==> src/rtl/mips_defs.sv <==
// Shared MIPS datapath constants: widths, control-word bit positions and ALU operation codes.
package mips_defs;

   localparam int MIPS_DW   = 32;
   localparam int MIPS_AW   = 5;
   localparam int MIPS_OPW  = 4;
   localparam int MIPS_CNTW = 16;

   // Bit positions inside the 8-bit control word {REGWR,MEMRD,MEMWR,MEMTOREG,ALUSRC,REGDST,BRANCH,JUMP}
   typedef enum int unsigned {
      CTRL_JUMP     = 0,
      CTRL_BRANCH   = 1,
      CTRL_REGDST   = 2,
      CTRL_ALUSRC   = 3,
      CTRL_MEMTOREG = 4,
      CTRL_MEMWR    = 5,
      CTRL_MEMRD    = 6,
      CTRL_REGWR    = 7
   } ctrl_bit_e;

   typedef enum logic [MIPS_OPW-1:0] {
      ALUOP_ADD = 4'h0,
      ALUOP_SUB = 4'h1,
      ALUOP_AND = 4'h2,
      ALUOP_OR  = 4'h3,
      ALUOP_XOR = 4'h4,
      ALUOP_NOR = 4'h5,
      ALUOP_SLT = 4'h6,
      ALUOP_SLL = 4'h7,
      ALUOP_SRL = 4'h8,
      ALUOP_SRA = 4'h9,
      ALUOP_LUI = 4'hA
   } aluop_e;

endpackage

==> src/rtl/idex_hazard_detect.sv <==
// Combinational load-use hazard check between the load sitting in EX and the instruction in ID.
module idex_hazard_detect
   import mips_defs::*;
#(
   parameter int AW = MIPS_AW
) (
   input  logic          ex_valid_i,
   input  logic          ex_memrd_i,
   input  logic [AW-1:0] ex_wreg_i,
   input  logic          id_valid_i,
   input  logic [AW-1:0] id_rs_i,
   input  logic [AW-1:0] id_rt_i,
   input  logic          id_uses_rt_i,
   output logic          haz_o
);

   logic rs_match;
   logic rt_match;

   assign rs_match = (ex_wreg_i == id_rs_i);
   assign rt_match = id_uses_rt_i & (ex_wreg_i == id_rt_i);

   // $0 is hard-wired, so a load targeting it can never create a dependency
   assign haz_o = ex_valid_i & ex_memrd_i & (ex_wreg_i != '0) & id_valid_i
                & (rs_match | rt_match);

endmodule

==> src/rtl/id_ex_stage.sv <==
// ID/EX pipeline register with load-use bubble insertion, flush and hold.
// Optional same-cycle writeback bypass into A/B when IDEX_WB_BYPASS_EN is defined.
module id_ex_stage
   import mips_defs::*;
#(
   parameter int DW   = MIPS_DW,
   parameter int AW   = MIPS_AW,
   parameter int OPW  = MIPS_OPW,
   parameter int CNTW = MIPS_CNTW
) (
   input  logic            CLK,
   input  logic            RESET,
   input  logic            I_IDEX_VALID,
   input  logic [AW-1:0]   I_IDEX_RS,
   input  logic [AW-1:0]   I_IDEX_RT,
   input  logic [AW-1:0]   I_IDEX_RD,
   input  logic            I_IDEX_USES_RT,
   input  logic [DW-1:0]   I_IDEX_READ_DATA_1,
   input  logic [DW-1:0]   I_IDEX_READ_DATA_2,
   input  logic [DW-1:0]   I_IDEX_IMM,
   input  logic [DW-1:0]   I_IDEX_PC4,
   input  logic [7:0]      I_IDEX_CTRL,
   input  logic [OPW-1:0]  I_IDEX_ALUOP,
   input  logic            I_IDEX_FLUSH,
   input  logic            I_IDEX_HOLD,
   input  logic            I_WB_REGWR,
   input  logic [AW-1:0]   I_WB_RD,
   input  logic [DW-1:0]   I_WB_DATA,
   output logic            O_IDEX_STALL,
   output logic            O_IDEX_VALID,
   output logic [DW-1:0]   O_IDEX_A,
   output logic [DW-1:0]   O_IDEX_B,
   output logic [DW-1:0]   O_IDEX_IMM,
   output logic [DW-1:0]   O_IDEX_PC4,
   output logic [AW-1:0]   O_IDEX_RS,
   output logic [AW-1:0]   O_IDEX_RT,
   output logic [AW-1:0]   O_IDEX_WREG,
   output logic [7:0]      O_IDEX_CTRL,
   output logic [OPW-1:0]  O_IDEX_ALUOP,
   output logic [CNTW-1:0] O_IDEX_STALL_CNT
);

   logic            valid_q, valid_d;
   logic [DW-1:0]   a_q, a_d;
   logic [DW-1:0]   b_q, b_d;
   logic [DW-1:0]   imm_q, imm_d;
   logic [DW-1:0]   pc4_q, pc4_d;
   logic [AW-1:0]   rs_q, rs_d;
   logic [AW-1:0]   rt_q, rt_d;
   logic [AW-1:0]   wreg_q, wreg_d;
   logic [7:0]      ctrl_q, ctrl_d;
   logic [OPW-1:0]  aluop_q, aluop_d;
   logic [CNTW-1:0] cnt_q, cnt_d;

   logic            haz;
   logic [DW-1:0]   op_a;
   logic [DW-1:0]   op_b;
   logic [AW-1:0]   id_wreg;

   idex_hazard_detect #(
      .AW (AW)
   ) u_haz (
      .ex_valid_i   (valid_q),
      .ex_memrd_i   (ctrl_q[CTRL_MEMRD]),
      .ex_wreg_i    (wreg_q),
      .id_valid_i   (I_IDEX_VALID),
      .id_rs_i      (I_IDEX_RS),
      .id_rt_i      (I_IDEX_RT),
      .id_uses_rt_i (I_IDEX_USES_RT),
      .haz_o        (haz)
   );

   assign O_IDEX_STALL = haz | I_IDEX_HOLD;
   assign id_wreg      = I_IDEX_CTRL[CTRL_REGDST] ? I_IDEX_RD : I_IDEX_RT;

`ifdef IDEX_WB_BYPASS_EN
   // The register file read does not yet see a write landing this same cycle
   assign op_a = (I_WB_REGWR && (I_WB_RD != '0) && (I_WB_RD == I_IDEX_RS)) ? I_WB_DATA
                                                                         : I_IDEX_READ_DATA_1;
   assign op_b = (I_WB_REGWR && (I_WB_RD != '0) && (I_WB_RD == I_IDEX_RT)) ? I_WB_DATA
                                                                         : I_IDEX_READ_DATA_2;
`else
   logic unused_wb;
   assign unused_wb = ^{I_WB_REGWR, I_WB_RD, I_WB_DATA};
   assign op_a      = I_IDEX_READ_DATA_1;
   assign op_b      = I_IDEX_READ_DATA_2;
`endif

   always_comb begin
      valid_d = valid_q;
      a_d     = a_q;
      b_d     = b_q;
      imm_d   = imm_q;
      pc4_d   = pc4_q;
      rs_d    = rs_q;
      rt_d    = rt_q;
      wreg_d  = wreg_q;
      ctrl_d  = ctrl_q;
      aluop_d = aluop_q;
      cnt_d   = cnt_q;
      if (I_IDEX_FLUSH) begin
         // Flush beats hold and hazard; data fields still load so EX sees no stale operands
         valid_d = 1'b0;
         ctrl_d  = '0;
         aluop_d = '0;
         a_d     = op_a;
         b_d     = op_b;
         imm_d   = I_IDEX_IMM;
         pc4_d   = I_IDEX_PC4;
         rs_d    = I_IDEX_RS;
         rt_d    = I_IDEX_RT;
         wreg_d  = id_wreg;
      end else if (I_IDEX_HOLD) begin
         valid_d = valid_q;
      end else if (haz) begin
         valid_d = 1'b0;
         ctrl_d  = '0;
         aluop_d = '0;
         cnt_d   = (cnt_q == '1) ? cnt_q : cnt_q + 1'b1;
      end else begin
         valid_d = I_IDEX_VALID;
         ctrl_d  = I_IDEX_VALID ? I_IDEX_CTRL : 8'h00;
         aluop_d = I_IDEX_ALUOP;
         a_d     = op_a;
         b_d     = op_b;
         imm_d   = I_IDEX_IMM;
         pc4_d   = I_IDEX_PC4;
         rs_d    = I_IDEX_RS;
         rt_d    = I_IDEX_RT;
         wreg_d  = id_wreg;
      end
   end

   always_ff @(posedge CLK) begin
      if (RESET) begin
         valid_q <= 1'b0;
         a_q     <= '0;
         b_q     <= '0;
         imm_q   <= '0;
         pc4_q   <= '0;
         rs_q    <= '0;
         rt_q    <= '0;
         wreg_q  <= '0;
         ctrl_q  <= '0;
         aluop_q <= '0;
         cnt_q   <= '0;
      end else begin
         valid_q <= valid_d;
         a_q     <= a_d;
         b_q     <= b_d;
         imm_q   <= imm_d;
         pc4_q   <= pc4_d;
         rs_q    <= rs_d;
         rt_q    <= rt_d;
         wreg_q  <= wreg_d;
         ctrl_q  <= ctrl_d;
         aluop_q <= aluop_d;
         cnt_q   <= cnt_d;
      end
   end

   assign O_IDEX_VALID     = valid_q;
   assign O_IDEX_A         = a_q;
   assign O_IDEX_B         = b_q;
   assign O_IDEX_IMM       = imm_q;
   assign O_IDEX_PC4       = pc4_q;
   assign O_IDEX_RS        = rs_q;
   assign O_IDEX_RT        = rt_q;
   assign O_IDEX_WREG      = wreg_q;
   assign O_IDEX_CTRL      = ctrl_q;
   assign O_IDEX_ALUOP     = aluop_q;
   assign O_IDEX_STALL_CNT = cnt_q;

endmodule

==> config.mk <==
export PLATFORM = sky130hd
export DESIGN_NAME = id_ex_stage
export DESIGN_NICKNAME = d
export VERILOG_FILES = /design/src/rtl/mips_defs.sv /design/src/rtl/idex_hazard_detect.sv /design/src/rtl/id_ex_stage.sv
export SDC_FILE = /design/constraint.sdc
export NUM_CORES = 1
export LEC_CHECK = 0
export CAP_MARGIN = 10
export CORE_MARGIN = 10
export CORE_UTILIZATION = 38
export DETAILED_ROUTE_END_ITERATION = 6
export PLACE_DENSITY = 0.92
export SLEW_MARGIN = 25
export SYNTH_ARGS = -nofsm -noshare
export SYNTH_HDL_FRONTEND = slang
export SYNTH_HIERARCHICAL = 1
export SYNTH_SLANG_ARGS = --single-unit
==> constraint.sdc <==
create_clock -name CLK -period 3.6 [get_ports CLK]
set_input_delay 0.9 -clock CLK [delete_from_list [all_inputs] [get_ports CLK]]
set_output_delay 0.9 -clock CLK [all_outputs]
set_load 0.02 [all_outputs]
-- After elaboration in Yosys (flattened, before gate mapping)
Cells that the tools add are included.
- bits in registers: 172
- bits in read-only memories: 0
- bits in writable memories: 0
- logic and storage cells: 57
- memories: 0
- latch bits: 0
- order comparisons: 0
- add/subtract/negate cells: 1
- eq/ne operators: 5
- bitwise gates (word level): 10
- shift operators: 0
- multiplexer cells: 26
- multiply operators: 0
- divide/modulo/power cells: 0
- reductions and logical operators: 4
- operator list (operator ; number):
    $mux W32 ; 12
    $mux W5 ; 10
    $add A16 B1 Y16 const B ; 1
    $eq A16 B16 Y1 const B ; 1
    $mux W8 ; 2
    $eq A5 B5 Y1 ; 2
    $and A1 B1 Y1 ; 5
    $reduce_bool A5 Y1 ; 1
    $mux W4 ; 1
    $ne A2 B2 Y1 const B ; 2
    $reduce_and A4 Y1 ; 1
    $not A1 Y1 ; 3
    $or A1 B1 Y1 ; 2
    $reduce_and A2 Y1 ; 1
    $reduce_or A2 Y1 ; 1
    $mux W1 ; 1

-- Logic depth before layout (Yosys ltp)
- word-level depth: 7
- depth in mapped cells: 11
- gate-level depth less buffers: 8

-- Hierarchy
The synthesis kept the hierarchy.
- modules (own cells, without submodules) (module ; area each (um^2) ; instances ; cells an instance ; sequential area each (um^2)):
    id_ex_stage ; 6169.7 ; 1 ; 770 ; 3443.3
    idex_hazard_detect ; 130.1 ; 1 ; 17 ; 0.0

-- Least setup slack after synthesis
Ideal clock, no wire load.
- path type: input port to flip-flop
- from: input port I_IDEX_RT[2]
- to: register cnt_q[11] (netlist: O_IDEX_STALL_CNT[11])
- setup time: 0.123 ns
- path slack: 0.422 ns
- data arrival time: 3.055 ns
- stages on the path: 9
- data required time: 3.477 ns
- path through: xor2_1 > nor4_1 > nand3_1 > a21oi_1 > or3b_1 > or4_1 > buf_2 > nor3b_1 > mux2_1
- word-level cells in the longest chain between the ends: 5
- ends and longest elaborated chain (element ; RTL line ; text):
    start, declared ; id_ex_stage.sv:15 ; input logic [AW-1:0] I_IDEX_RT,
    $eq A5 B5 Y1 ; idex_hazard_detect.sv:21 ; assign rt_match = id_uses_rt_i & (ex_wreg_i == id_rt_i);
    $and A1 B1 Y1 ; idex_hazard_detect.sv:21 ;
    $or A1 B1 Y1 ; idex_hazard_detect.sv:25 ; & (rs_match | rt_match);
    $and A1 B1 Y1 ; idex_hazard_detect.sv:25 ;
    named net haz ; id_ex_stage.sv:55 ; logic haz;
    $reduce_and A4 Y1 (no line) ; -- ;
    end signal, assigned ; id_ex_stage.sv:158 ; cnt_q <= cnt_d;
    end, declared ; id_ex_stage.sv:53 ; logic [CNTW-1:0] cnt_q, cnt_d;
The timed path passes the listed nets, and every way through them passes these cells.
A chain may end at the register's enable or synchronous reset.

-- Worst setup path after layout
- from: input port I_IDEX_RT[4]
- to: register cnt_q[9] (netlist: O_IDEX_STALL_CNT[9])
The elaborated chain is that of the path after synthesis.

==> run summary <==
Leakage - 4.05 nW
Crit path max-delay cell type - or4_1
Worst reg2reg path endpoint - O_IDEX_STALL_CNT[9]
FF+latch area - 3440 µm²
Startpoint types - input port
Share of cells above drive strength 1 - 5.20%
Worst hold path endpoint - O_IDEX_A[2]
Worst path max stage delay - 0.57 ns
I/O pins - 372
PortBufs - 333
Finish-stage setup viols - 0
Mapped cell area - 6300 µm²
Post-synth EDFFs - 0
Status - finished, final reports clean
Pin count of the biggest net entering global routing - 79
Layout Cells excl Fill - 1,337
Hpwl dp - 17.7 mm
CP delay by family, top - simple AND/OR/NAND/NOR gates
CP endpoint kind - flop
Worst Tran Pin Value - 0.737 ns
Slew headroom - 50.5%
Worst path most repeated cell - or4_1
Root Buffer - clkbuf_16
Top-count cell post-synth - nand2_1
Final Hold Vio Count - 0
Clock buffer count from CTS - 17
Initial core utilization - 38.4%
Synth top area share - 54.7%
Clk buf depth - 2
Post-synthesis sequential area ratio - 54.7%
Top_reg_cell synth - dfxtp_1
Synth Instances - 787
# rows - 47
Vias in the first global route - 6,591
Top Usage Layer GRT - met2
Grt ovf - 0
Crit path buf inv count - 2
Hold_sp - O_IDEX_A[2]
Worst R2R Start - O_IDEX_WREG[1]
Mapped Nets - 987
Yosys reg bits - 172
Filler Cell Count - 1,283
Final Instance Area - 10,500 µm²
Core Region - 16,400 µm²
Grt met2 use - 34.5%
DIE AREA - 22,100 µm²
CP Class - input port to flop
Unrepaired setup endpoints after global routing - no
Fin crit period - 3.48 ns
Synth cell count leaders - nand2_1, dfxtp_1, a21oi_1
FF-to-FF path depth - 9
Routed Antenna Nets - 0
Final wirelength - 23.4 mm
Hold/Removal Path Class - flop to flop
Pwr Density - 451 nW/µm²
Area Overhead vs Synth - 67.2%
R2r setup slk - 0.63 ns
Peak supply drop - 0.333 mV
Final #Nets - 1,303
Hold WS - 0.449 ns
Htree depth - 4
Number of max-cap violations - 0
TritonCTS clock tree - yes
Crit share post-route - 96.7%
Post-synth ARST share - 0%
Met1 Usage GRT - 21.4%
Placed inst area - 9920 µm²
Clock sinks - 172
Per-cell routed wire length - 17.5 µm
Initial drt markers - 298
Post-Place Cells - 1,304
Initial antenna violation count - 1
Synth top area cells - dfxtp_1, nand2_1, a21oi_1
TritonRoute pass-1 iters - 4
Multi-input logic area - 2640 µm²
Data arrival, critical path - 3.82 ns
Post-synth cell types - 37
CP cell instances - clkdlybuf4s50_1, xor2_1, nor4_1, buf_4, nand3_1, a21oi_2, or3b_1, or4_1, or4_1, a21oi_1
Global-route wire length before repair - 35.6 mm
Worst EP required - 3.94 ns
Clk_skew - 0.0139 ns
GRT Total Usage - 20.0%
Postcts setup bufs - 0
DRC viols - 0
Final core occ - 64.2%
Fmax - 287 MHz
Synth area leader - dfxtp_1
Synth Warn # - 6
Final GP Congestion - 0.846
Via/cell ratio - 4.93
Clock Latency Late Sink - 0.41 ns
Post-CTS Hold Buffers - 0
Worst-path clk slew - 0.07 ns
DIE WIDTH - 149 µm
Grt met3 use - 9.22%
Max Slew Vio Count - 0
Hold path depth - 2
DR vias - 6,590
Critical-path maximum fanout - 5
Die Height - 149 µm
Avg Inst Size Synth - 8.00 µm²
[worst reg2reg max path, cell delays in order, from the launching register on]
cell	delay (ns)
dfxtp_1	0.48
xor2_1	0.11
nor4_1	0.28
buf_4	0.16
nand3_1	0.09
a21oi_2	0.18
or3b_1	0.40
or4_1	0.57
or4_1	0.45
a21oi_1	0.18
[layout make-up]
class / count / share of cell area, %
Clock buffer: 21 / 4.28
Timing Repair Buffer: 354 / 33.7
Multi-Input combinational cell: 555 / 25.1
Antenna cell: 1 / 0.0238
Sequential cell: 172 / 32.7
Inverter: 3 / 0.107
Clock inverter: 11 / 1.51
Tap cell: 220 / 2.61
[power by group]
part | switching [mW] | internal (mW) | leakage, nW | total (mW)
sequential | 0.0582 | 2.01 | 1.42 | 2.07
clock | 0.771 | 1.12 | 0.286 | 1.90
combinational | 0.381 | 0.409 | 2.34 | 0.790
total | 1.21 | 3.54 | 4.05 | 4.75
[layer usage]
layer	wire length, µm	share of wire, %
met1	8900	38
met2	11500	49
met3	2420	10
met4	484	2.1
met5	0	0
[placed cells by master, fill, tap and decap left out, types with 3 or more instances in the layout]
cell and count:
a21oi_1 151, inv_1 3, clkdlybuf4s50_1 331, o31ai_1 9
bufinv_16 3, buf_12 5, buf_4 17, mux2i_1 5
nand2_1 282, a211oi_1 5, or3_1 3, nand3_1 6
and2_1 3, clkbuf_1 3, dfxtp_1 172, nor4_1 5
nand4_1 5, nor2b_1 3, nor2_1 23, xor2_1 7
xnor2_1 3, clkbuf_16 17, or4_1 10, clkinvlp_4 3
a22oi_1 12
[how the worst max path moves through the flow]
stage,slack (ns),start,depth (start not counted),end
after floorplan,0.42,I_IDEX_RT[2],9,O_IDEX_STALL_CNT[11]
after global placement,-0.29,I_IDEX_RT[2],10,O_IDEX_STALL_CNT[11]
after detailed placement,-0.34,I_IDEX_RT[4],10,O_IDEX_STALL_CNT[11]
after CTS,0.05,I_IDEX_RT[4],9,O_IDEX_STALL
after global routing,0.02,I_IDEX_RT[4],11,O_IDEX_STALL_CNT[9]
final,0.12,I_IDEX_RT[4],10,O_IDEX_STALL_CNT[9]
[metrics by stage]
stage               setup WS (ns)  power, mW  setup TNS, ns
floorplan                   0.422       2.42              0
global placement           -0.287       2.88          -1.75
detailed placement         -0.343       2.90          -2.24
CTS                        0.0456       4.80              0
global route               0.0175       4.94              0
finish                      0.119       4.75              0
[what timing repair did]
item,in CTS,in global routing
resized for setup,3,2
endpoints found under the setup margin,1,5
pin swaps,0,2
[sequential cells by signal (all words and copies together) (netlist names)]
signal            count
O_IDEX_PC4           32
O_IDEX_STALL_CNT     16
O_IDEX_RS             5
O_IDEX_B             32
O_IDEX_ALUOP          4
O_IDEX_IMM           32
O_IDEX_VALID          1
O_IDEX_RT             5
O_IDEX_WREG           5
O_IDEX_A             32
O_IDEX_CTRL           8
[cells by family after synthesis]
kind of cell,count (synthesis),synth area share (%)
DFF,172,54.7
xor gates and xnor gates,10,1.39
muxes,8,1.33
adders and majority gates,1,0.199
and+or+nand+nor,352,23.0
AOI/OAI and AO/OA,184,15.8
buffers and inverters,60,3.59
Note: power is estimated with default switching activity, not from simulation.
